--- src/rtl/gopf_root_unpack.sv ---
// gopf_root_unpack: captures the packed Goppa root list on eval_done and streams valid roots oldest-first.
// Optional strict-ascending order check enabled by defining GOPF_ROOT_ORDER_CHECK_EN.
module gopf_root_unpack #(
    parameter int M        = 16,
    parameter int NUM_SLOT = 9,
    parameter int CNT_W    = 4
) (
    input  logic                  clk,
    input  logic                  rst_b,
    input  logic                  eval_done,
    input  logic [0:M*NUM_SLOT-1] list_dat,
    input  logic [CNT_W-1:0]      err_cnt,
    input  logic                  clr,
    output logic                  root_valid,
    input  logic                  root_ready,
    output logic [M-1:0]          root_dat,
    output logic                  root_last,
    output logic                  busy,
    output logic                  list_done,
    output logic                  cnt_ovf,
    output logic                  overrun,
    output logic                  order_err
);

    localparam logic [1:0] IDLE  = 2'd0;
    localparam logic [1:0] DRAIN = 2'd1;
    localparam logic [1:0] DONE  = 2'd2;

    logic [1:0]       state;
    logic [M-1:0]     slot_q [NUM_SLOT];
    logic [CNT_W-1:0] n_q, k_q, n_in, idx;
    logic             capture, accept, too_many;

    always_comb begin
        too_many   = err_cnt > CNT_W'(NUM_SLOT);
        n_in       = too_many ? CNT_W'(NUM_SLOT) : err_cnt;
        capture    = (state == IDLE) && eval_done;
        root_valid = state == DRAIN;
        accept     = root_valid && root_ready;
        // slot 0 is the newest root, so the drain walks from slot n-1 down to slot 0
        idx        = n_q - k_q - CNT_W'(1);
        root_dat   = root_valid ? slot_q[idx] : '0;
        root_last  = root_valid && (k_q == n_q - CNT_W'(1));
        list_done  = state == DONE;
        busy       = state != IDLE;
    end

    always_ff @(posedge clk or negedge rst_b) begin
        if (!rst_b) begin
            for (int s = 0; s < NUM_SLOT; s++) slot_q[s] <= '0;
        end else if (clr) begin
            for (int s = 0; s < NUM_SLOT; s++) slot_q[s] <= '0;
        end else if (capture) begin
            for (int s = 0; s < NUM_SLOT; s++) slot_q[s] <= list_dat[s*M +: M];
        end
    end

    always_ff @(posedge clk or negedge rst_b) begin
        if (!rst_b) begin
            state   <= IDLE;
            n_q     <= '0;
            k_q     <= '0;
            cnt_ovf <= 1'b0;
            overrun <= 1'b0;
        end else if (clr) begin
            state   <= IDLE;
            n_q     <= '0;
            k_q     <= '0;
            cnt_ovf <= 1'b0;
            overrun <= 1'b0;
        end else begin
            // DONE counts as busy, so a list arriving on the DONE->IDLE edge is dropped too
            if (eval_done && busy)
                overrun <= 1'b1;
            case (state)
                IDLE: if (eval_done) begin
                    n_q     <= n_in;
                    k_q     <= '0;
                    cnt_ovf <= cnt_ovf | too_many;
                    state   <= (n_in == '0) ? DONE : DRAIN;
                end
                DRAIN: if (accept) begin
                    k_q <= k_q + CNT_W'(1);
                    if (root_last)
                        state <= DONE;
                end
                default: state <= IDLE;
            endcase
        end
    end

`ifdef GOPF_ROOT_ORDER_CHECK_EN
    logic [M-1:0] prev_q;

    always_ff @(posedge clk or negedge rst_b) begin
        if (!rst_b) begin
            prev_q    <= '0;
            order_err <= 1'b0;
        end else if (clr) begin
            prev_q    <= '0;
            order_err <= 1'b0;
        end else if (capture) begin
            prev_q <= '0;
        end else if (accept) begin
            if (k_q != '0 && root_dat <= prev_q)
                order_err <= 1'b1;
            prev_q <= root_dat;
        end
    end
`else
    assign order_err = 1'b0;
`endif

endmodule

--- config.mk ---
export PLATFORM = sky130hd
export DESIGN_NAME = gopf_root_unpack
export DESIGN_NICKNAME = d
export VERILOG_FILES = /design/src/rtl/gopf_root_unpack.sv
export SDC_FILE = /design/constraint.sdc
export NUM_CORES = 1
export LEC_CHECK = 0
export ABC_AREA = 1
export CORE_MARGIN = 10
export CORE_UTILIZATION = 46
export CTS_CLUSTER_SIZE = 40
export DETAILED_ROUTE_END_ITERATION = 8
export GPL_TIMING_DRIVEN = 1
export PLACE_DENSITY = 0.76
export SYNTH_ARGS = -nofsm -noshare
export SYNTH_HDL_FRONTEND = slang
export SYNTH_SLANG_ARGS = --single-unit
--- constraint.sdc ---
create_clock -name clk -period 2.8 [get_ports clk]
set_clock_uncertainty 0.15 [all_clocks]
set_input_delay 0.84 -clock clk [delete_from_list [all_inputs] [get_ports clk]]
set_output_delay 0.84 -clock clk [all_outputs]
set_load 0.02 [all_outputs]
# --- After elaboration in Yosys (flattened, before gate mapping) ---
# Index checks and enable logic that the tools add are counted.
totals:
  input_bits: 153
  out_inout_bits: 23
  wordCells: 68
  register_bits: 156
op_classes:
  n_reduce_logical: 15
  bitwise: 2
  add_sub_neg: 4
  eq_ne: 6
  mux: 25
  order_cmp: 2
ops:
  columns: ["operator", "count"]
  rows:
  - ["144-bit 2-to-1 mux", 2]
  - ["16-bit binary-select mux with 4-bit select", 1]
  - ["16-bit 2-to-1 mux", 3]
  - ["4-bit 2-to-1 mux", 7]
  - ["2-bit 2-to-1 mux", 5]
  - ["2-bit nonzero test", 5]
  - ["4-bit one-hot mux with 2 select lines", 1]
  - ["4-bit by 1-bit subtractor with 4-bit output (second input constant)", 2]
  - ["3-bit by 2-bit inequality test with 1-bit output (second input constant)", 2]
  - ["3-bit AND reduction", 2]
  - ["5-bit greater-or-equal comparator (second input constant)", 1]
  - ["1-bit 2-to-1 mux", 5]
  - ["4-bit NOT with 5-bit output", 1]
  - ["4-bit by 1-bit adder with 4-bit output (second input constant)", 1]
  - ["4-bit equality test", 1]
  - ["4-bit > comparator (second input constant)", 1]
  - ["1-bit logical AND", 4]
  - ["4-bit zero test", 1]
  - ["2-bit one-hot mux with 2 select lines", 1]
  - ["4-bit subtractor", 1]
  - ["3-bit inequality test (second input constant)", 1]
  - ["3-bit nonzero test", 1]
  - ["2-bit by 1-bit equality test with 1-bit output (second input constant)", 1]
  - ["2-bit equality test (second input constant)", 1]
  - ["3 further kinds", 3]

# --- Longest topological paths before layout ---
# Gate-level depths: netlist (run 1).
logic_depth:
  depth_word: 7
  depth_mapped: 12

# --- Least setup slack after synthesis (run 1) ---
# Ideal clock, no wire load.
synth_path:
  path_kind: "register to output"
  startpoint: "register k_q[0]"
  endpoint: "output root_dat[10]"
  path_stages_with_launch: 11
  setup_slack_ps: -307
  path_buffers: 1
  t_arrival_ps: 2117
  required_ps: 1810
  path_cell_list: "dfrtp_1 > inv_1 > ha_1 > fa_1 > xor2_4 > nor3_4 > buf_6 > nand2_1 > nand2_1 > nand2_1 > nor2_1"
synth_between:
  elab_chain_cells: 7
synth_rtl:
  columns: ["item", "line_no", "text"]
  rows:
  - ["from (decl)", "31", "logic [CNT_W-1:0] n_q, k_q, n_in, idx;"]
  - ["from (signal assigned)", "83", "k_q <= k_q + CNT_W'(1);"]
  - ["4-bit subtractor", "41", "idx = n_q - k_q - CNT_W'(1);"]
  - ["4-bit by 1-bit subtractor with 4-bit output", "41", null]
  - ["4-bit NOT with 5-bit output (not written as such)", "42", "root_dat = root_valid ? slot_q[idx] : '0;"]
  - ["16-bit binary-select mux with 4-bit select", "42", null]
  - ["16-bit 2-to-1 mux (not written as such) (2 in a row)", "42", null]
  - ["16-bit 2-to-1 mux", "42", null]
  - ["to (decl)", "16", "output logic [M-1:0] root_dat,"]
# Every way passes these cells. The select of a mux whose other input is x is not followed.

# --- Worst setup path after layout (run 1) ---
layout_path:
  startpoint: "register n_q[0]"
  endpoint: "output root_dat[4]"
layout_between:
  elab_chain_cells: 7
layout_rtl:
  columns: ["item", "line_no", "text"]
  rows:
  - ["from (decl)", "31", null]
  - ["from (signal assigned)", "77", "n_q <= n_in;"]
  - ["4-bit subtractor", "41", null]
  - ["4-bit by 1-bit subtractor with 4-bit output", "41", null]
  - ["4-bit NOT with 5-bit output (not written as such)", "42", null]
  - ["16-bit binary-select mux with 4-bit select", "42", null]
  - ["16-bit 2-to-1 mux (not written as such) (2 in a row)", "42", null]
  - ["16-bit 2-to-1 mux", "42", null]
# Every way passes these cells. The select of a mux whose other input is x is not followed.

==> run_results.csv, run 1 <==
group,metric,value,unit
run_status,status,"complete, but fails checks",
run_status,violations,"negative setup slack",
clock_network,clk_pin_slew,0.07,ns
synth,syn_inst,1053,
sta,hold_slack,0.213,ns
pwr,power.leakage,5.30,nW
sta,timing.fmax,270,MHz
global_routing,grt_max_degree,107,
sta,worst_pin_slew,0.568,ns
clock_network,cts_tree,"yes",
detailed_routing,ant_nets,0,
place,place_area,10400,sq um
setup_path,critPathArrivalTime,2.71,ns
synth,syn-num-nets,1212,
setup_path,r2r_cells,8,
synth,yosysSeqAreaShare,47.9,%
detailed_routing,first_pass_iters,5,
clock_network,htreeDepth,4,
clock_network,cts_buffers,17,
detailed_routing,wl,28400,um
floorplanning,die_x,153,um
setup_path,crit_type,"reg -> out",
synth,ys_ff_latch,156,
sta,maxSlewViolCount,0,
global_routing,use_met1,29.9,%
global_routing,antenna_found_initial,1,
synth,syn_area_per_cell,7.74,sq um
detailed_routing,dr.first_iter.drc_count,817,
setup_path,start_kind,"register",
place,dp.final_hpwl,19200,um
cells_and_area,nets,1371,
global_routing,grt_pass1_wl,43800,um
place,dpl_worst_slack,-0.860,ns
synth,synth.cell_area,8150,sq um
min_path,hold_class,"in -> async",
setup_path,rr_endpoint,"state[0]",
floorplanning,ios,176,
global_routing,grt.busiest_layer,"met2",
setup_path,ff2ff_setup_slack,0.86,ns
global_routing,grt_overflow,0,
detailed_routing,drc,0,
global_routing,grt_pass1_vias,7934,
global_routing,met3_usage,7.15,%
global_routing,grt_util_met2,36.3,%
setup_path,cp.required,1.81,ns
synth,yosys_warnings,0,
job,max-cap-violations,0,
place,portBuffers,174,
floorplanning,die_h,153,um
floorplanning,die-area,23400,sq um
cells_and_area,area_growth,42.4,%
detailed_routing,vias,8306,
detailed_routing,vias_per_cell,5.73,
floorplanning,rows,48,
cells_and_area,post-route-cell-area,11600,sq um
sta,fin_ws,-0.902,ns
setup_path,end_kind,"output pin",
sta,relSlewSlack,62.1,%
clock_network,clk_latency,0.43,ns
pwr,power-per-cell-area,991,nW/um^2
sta,setup_viol,17,
sta,rsz0062_at_grt,"true",
clock_network,cts_sinks,156,
place,globalplace.congestion,0.876,
clock_network,clockRootBuffer,"clkbuf_16",
floorplanning,core_area,17400,sq um
setup_path,critPathMaxFanout,8,
floorplanning,start_util,47.0,%
cells_and_area,diodes,0,
clock_network,cts_max_path_buffers,2,
cells_and_area,fin_util,66.9,%
synth,ys_types,32,
global_routing,grt.total_usage,23.3,%
detailed_routing,wl_per_cell,19.6,um
sta,fin_crit_sh,132,%
sta,hold_viol,0,
cells_and_area,drive_gt1_share,17.8,%
sta,period_needed,3.70,ns
pwr,ir_drop,0.000708,V
setup_path,rr_startpoint,"n_q[0]",
## where the power goes
part           internal, mW  switching, mW
Combinational          2.30           3.67
Sequential             2.63          0.228
Clock                  1.70          0.973
Total                  6.63           4.88
## layer usage
layer,wire length [um],vias to the layer above
li1,-,3823
met1,11300,3945
met2,13300,471
met3,2910,65
met4,897,2
met5,12,-
## synthesized netlist by cell type
cell type	n	area, sq um
or2_2	1	6.26
o21bai_1	1	7.51
o21ai_1	13	65.1
buf_4	17	128
ha_1	5	62.6
nand4_1	3	18.8
nor2_2	6	37.5
o22ai_1	2	12.5
nand3_1	234	1170
buf_1	13	48.8
a21oi_1	84	420
dfrtp_1	156	3900
inv_1	83	312
nor3_1	1	5.00
o21ai_0	122	611
nand2_2	3	18.8
nand2_1	221	830
clkbuf_2	1	5.00
xor2_2	1	16.3
xor2_1	1	8.76
buf_2	15	75.1
inv_2	3	11.3
fa_1	1	20.0
nor2_1	21	78.8
nor3_4	1	16.3
clkbuf_1	30	113
conb_1	1	3.75
xor2_4	1	27.5
o211ai_1	1	7.51
nand3b_1	1	7.51
clkinv_1	1	3.75
buf_6	9	101
## placed cells by master, fill, tap and decap left out, drive strengths merged, types with 2 or more instances in the layout
cell           synthesis  routed
nor2                  27      27
xor2                   3       3
ha                     5       5
clkdlybuf4s50          0     155
nor3                   2       2
buf                   54      66
o22ai                  2       2
bufinv                 0       6
inv                   86      90
dfrtp                156     156
o21ai                135     135
nand2                224     224
a21oi                 84      84
nand4                  3       3
clkbuf                31      19
clkinv                 1       5
nand3                234     234
## state kept, by name, summed over array words and instances, names as in the netlist
register,count
n_q,4
k_q,4
cnt_ovf,1
state,2
slot_q,144
overrun,1
## how the worst max path moves through the flow
stage,endpoint,slack (ns),startpoint,cells past startpoint
floorplan,root_dat[10],-0.11,k_q[0],10
global placement,root_dat[3],-0.83,k_q[0],11
detailed placement,root_dat[3],-0.86,n_q[0],10
CTS,root_dat[5],-0.86,k_q[0],13
global route,root_dat[4],-0.97,k_q[0],13
finish,root_dat[4],-0.90,n_q[0],12
## cells by family after synthesis
kind of cell	Yosys count	synth area share [%]
AND/OR/NAND/NOR	492	26.9
adder cells (fa/ha/maj)	6	1.01
buffers and inverters	172	9.78
XOR/XNOR	3	0.645
AO/OA/AOI/OAI	223	13.8
other	1	0.0460
flip-flops	156	47.9
## per-stage QoR
step / total power, mW / cells / setup TNS, ns
2_1_floorplan: 6.04 / 1053 / -1.66
4_1_cts: 11.0 / 1450 / -13.50
3_3_place_gp: 7.51 / 1406 / -12.60
5_1_grt: 12.1 / 1450 / -15.13
6_report: 11.5 / 1450 / -13.88
3_5_place_dp: 7.58 / 1406 / -13.06
## worst max-delay path, cell delays in order, from the launching register on
cell     delay [ns]
dfrtp_1        0.42
ha_4           0.18
fa_2           0.54
buf_12         0.14
buf_12         0.14
inv_12         0.06
a21oi_4        0.13
o21ai_2        0.08
nand2_1        0.10
nand2_2        0.09
a21oi_4        0.19
nor2_4         0.06
buf_6          0.13
## timing repair
item	CTS	global route
resized for setup	177	47
endpoints found under the hold margin	0	0
gates cloned	5	0
buffers inserted	7	1
hold buffers	0	0
pin swaps	35	30
endpoints found under the setup margin	18	17
## layout make-up
cell class              count  area, sq um
clock buffers              19          443
clock inverters            13          236
fillers                  1349         5750
inverters                  87          342
multi-input cells         725         3960
flip-flops and latches    156         3900
well taps                 225          282
repair buffers            223         2420
repair inverters            2         27.5
No activity file was read; power rests on OpenSTA's default activity.
==> run 2, diff against run 1 <==
PLACE_DENSITY = 0.86   (was 0.76)
==> run 2 against run 1 <==
  * Sequential share of layout area increased by 0.68 points
  * Cell area fell by 2.0%
  * Combinational power decreased by 4.7%
  * The run still ends with negative setup slack left
  * Highest routed layer unchanged
  * Clock power fell by 11%
  * Utilization is 1.3 points lower
  * Sequential cell count did not move
==> run_results.csv, run 2 (synthesized netlist as in run 1, its figures left out) <==
group,metric,value,unit
pwr,ir_drop,0.000696,V
detailed_routing,wl_per_cell,19.6,um
setup_path,end_kind,"output pin",
global_routing,grt.total_usage,23.5,%
cells_and_area,reg.largest.list,"slot_q (144), k_q (4), n_q (4)",
clock_network,cts_max_path_buffers,2,
sta,rsz0062_at_grt,"true",
clock_network,clk_latency,0.43,ns
cells_and_area,multi_input_area,3770,sq um
floorplanning,die_x,153,um
sta,fin_ws,-0.947,ns
clock_network,cts_buffers,17,
pwr,power-per-cell-area,958,nW/um^2
setup_path,crit_path_max_incr_delay,0.45,ns
detailed_routing,vias,8329,
setup_path,r2r_cells,11,
cells_and_area,mostFrequentLayoutCell,"nand3_1",
sta,hold_viol,0,
detailed_routing,vias_per_cell,5.72,
setup_path,crit_chain,"inv_2 > ha_4 > fa_2 > buf_12 > buf_12 > nor3_4 > clkbuf_16 > nand2_1 > nand2_1 > nand2_2 > nor2_4 > buf_6",
cells_and_area,area_growth,39.6,%
clock_network,ctsHoldBuffers,0,
cells_and_area,largest_register_ffs,144,
global_routing,grt_pass1_wl,44400,um
sta,timing.fmax,267,MHz
clock_network,clk_pin_slew,0.07,ns
floorplanning,die_h,153,um
floorplanning,die-area,23400,sq um
cells_and_area,nets,1376,
detailed_routing,drc,0,
cells_and_area,final_cell_mix,"nand3_1, nand2_1, dfrtp_1",
global_routing,grt_max_degree,118,
detailed_routing,ant_nets,0,
sta,fin_crit_sh,134,%
setup_path,ff2ff_setup_slack,0.54,ns
setup_path,start_kind,"register",
global_routing,grt_overflow,0,
floorplanning,core_area,17400,sq um
global_routing,grt_pass1_vias,8207,
min_path,hold_class,"in -> async",
detailed_routing,dr.first_iter.drc_count,1200,
place,dpl_worst_slack,-0.912,ns
clock_network,cts_tree,"yes",
pwr,power.leakage,5.29,nW
sta,setup_viol,17,
sta,worst_pin_slew,0.570,ns
floorplanning,start_util,47.0,%
job,max-cap-violations,0,
clock_network,clockRootBuffer,"clkbuf_16",
cells_and_area,drive_gt1_share,15.2,%
floorplanning,ios,176,
clock_network,cts_sinks,156,
global_routing,antenna_found_initial,1,
setup_path,rr_startpoint,"k_q[0]",
sta,period_needed,3.75,ns
detailed_routing,wl,28500,um
setup_path,endpoint,"root_dat[12]",
place,dp.final_hpwl,19100,um
detailed_routing,first_pass_iters,5,
sta,maxSlewViolCount,0,
sta,fin_tns_setup,-14.51,ns
sta,relSlewSlack,62.0,%
cells_and_area,regArea,3900,sq um
place,portBuffers,174,
run_status,violations,"negative setup slack",
setup_path,rr_endpoint,"state[0]",
sta,hold_slack,0.225,ns
cells_and_area,n_fill_cell,1358,
clock_network,htreeDepth,4,
setup_path,critPathMaxFanout,20,
setup_path,crit_type,"reg -> out",
place,globalplace.congestion,0.914,
setup_path,cpMaxStageDelayCell,"fa_2",
cells_and_area,largest_register,"slot_q",
floorplanning,rows,48,
setup_path,cp.required,1.81,ns
setup_path,timing.critical_path.from,"k_q[0]",
run_status,status,"complete, but fails checks",
cells_and_area,diodes,0,
setup_path,critPathArrivalTime,2.76,ns
==> run 2: power breakdown <==
part	switching, mW	leakage, nW	internal (mW)
clock network	1.02	0.293	1.36
logic	3.47	2.97	2.22
registers	0.212	2.03	2.63
total	4.69	5.29	6.21
==> run 2: metal layers <==
metal	part of all wire (%)	wire length, um	global-route usage [%]
met2	48	13600	37.6
met3	10	2860	6.03
met4	3.2	915	9.40
met1	39	11100	29.7
met5	0.063	18	0
==> run 2: timing repair <==
action / CTS / global route
setup endpoints to repair: 18 / 17
buffers inserted: 4 / 6
pin swaps: 19 / 11
cloned: 3 / 1
gates resized for setup: 138 / 19
==> run 2: metrics by stage <==
stage | instance area [sq um] | utilization, % | std cells | power [mW]
CTS | 11300 | 64.9 | 1448 | 10.5
detailed placement | 10500 | 60.2 | 1409 | 7.63
global placement | 10500 | 60.2 | 1409 | 7.55
floorplan | 8390 | - | 1053 | 6.04
global route | 11400 | 65.6 | 1455 | 11.5
finish | 11400 | 65.6 | 1455 | 10.9
==> run 2: how the worst min path moves through the flow <==
| stage | from | to | slack [ns] | depth (start not counted) |
|---|---|---|---|---|
| 6_report | rst_b | slot_q[107] | 0.22 | 1 |
| 5_1_grt | rst_b | slot_q[107] | 0.26 | 1 |
| 4_1_cts | rst_b | slot_q[90] | 0.24 | 1 |
| 3_5_place_dp | cnt_ovf | cnt_ovf | 0.34 | 2 |
| 3_3_place_gp | overrun | overrun | 0.33 | 2 |
| 2_1_floorplan | slot_q[112] | slot_q[112] | 0.33 | 2 |
==> run 2: final cells by class <==
type | count | share of cell area (%)
Sequential cell | 156 | 34.3
Multi-Input combinational cell | 725 | 33.1
Timing Repair Buffer | 229 | 21.8
Clock buffer | 19 | 3.89
Inverter | 87 | 2.98
Tap cell | 225 | 2.47
Clock inverter | 13 | 1.37
Timing Repair inverter | 1 | 0.0550
==> run 2: worst max-delay path, delay by kind of cell (launching register included) <==
| kind | cells | cell delay [ns] |
|---|---|---|
| and+or+nand+nor | 5 | 0.58 |
| adders and majority gates | 2 | 0.59 |
| DFF | 1 | 0.39 |
| buffers and inverters | 5 | 0.75 |
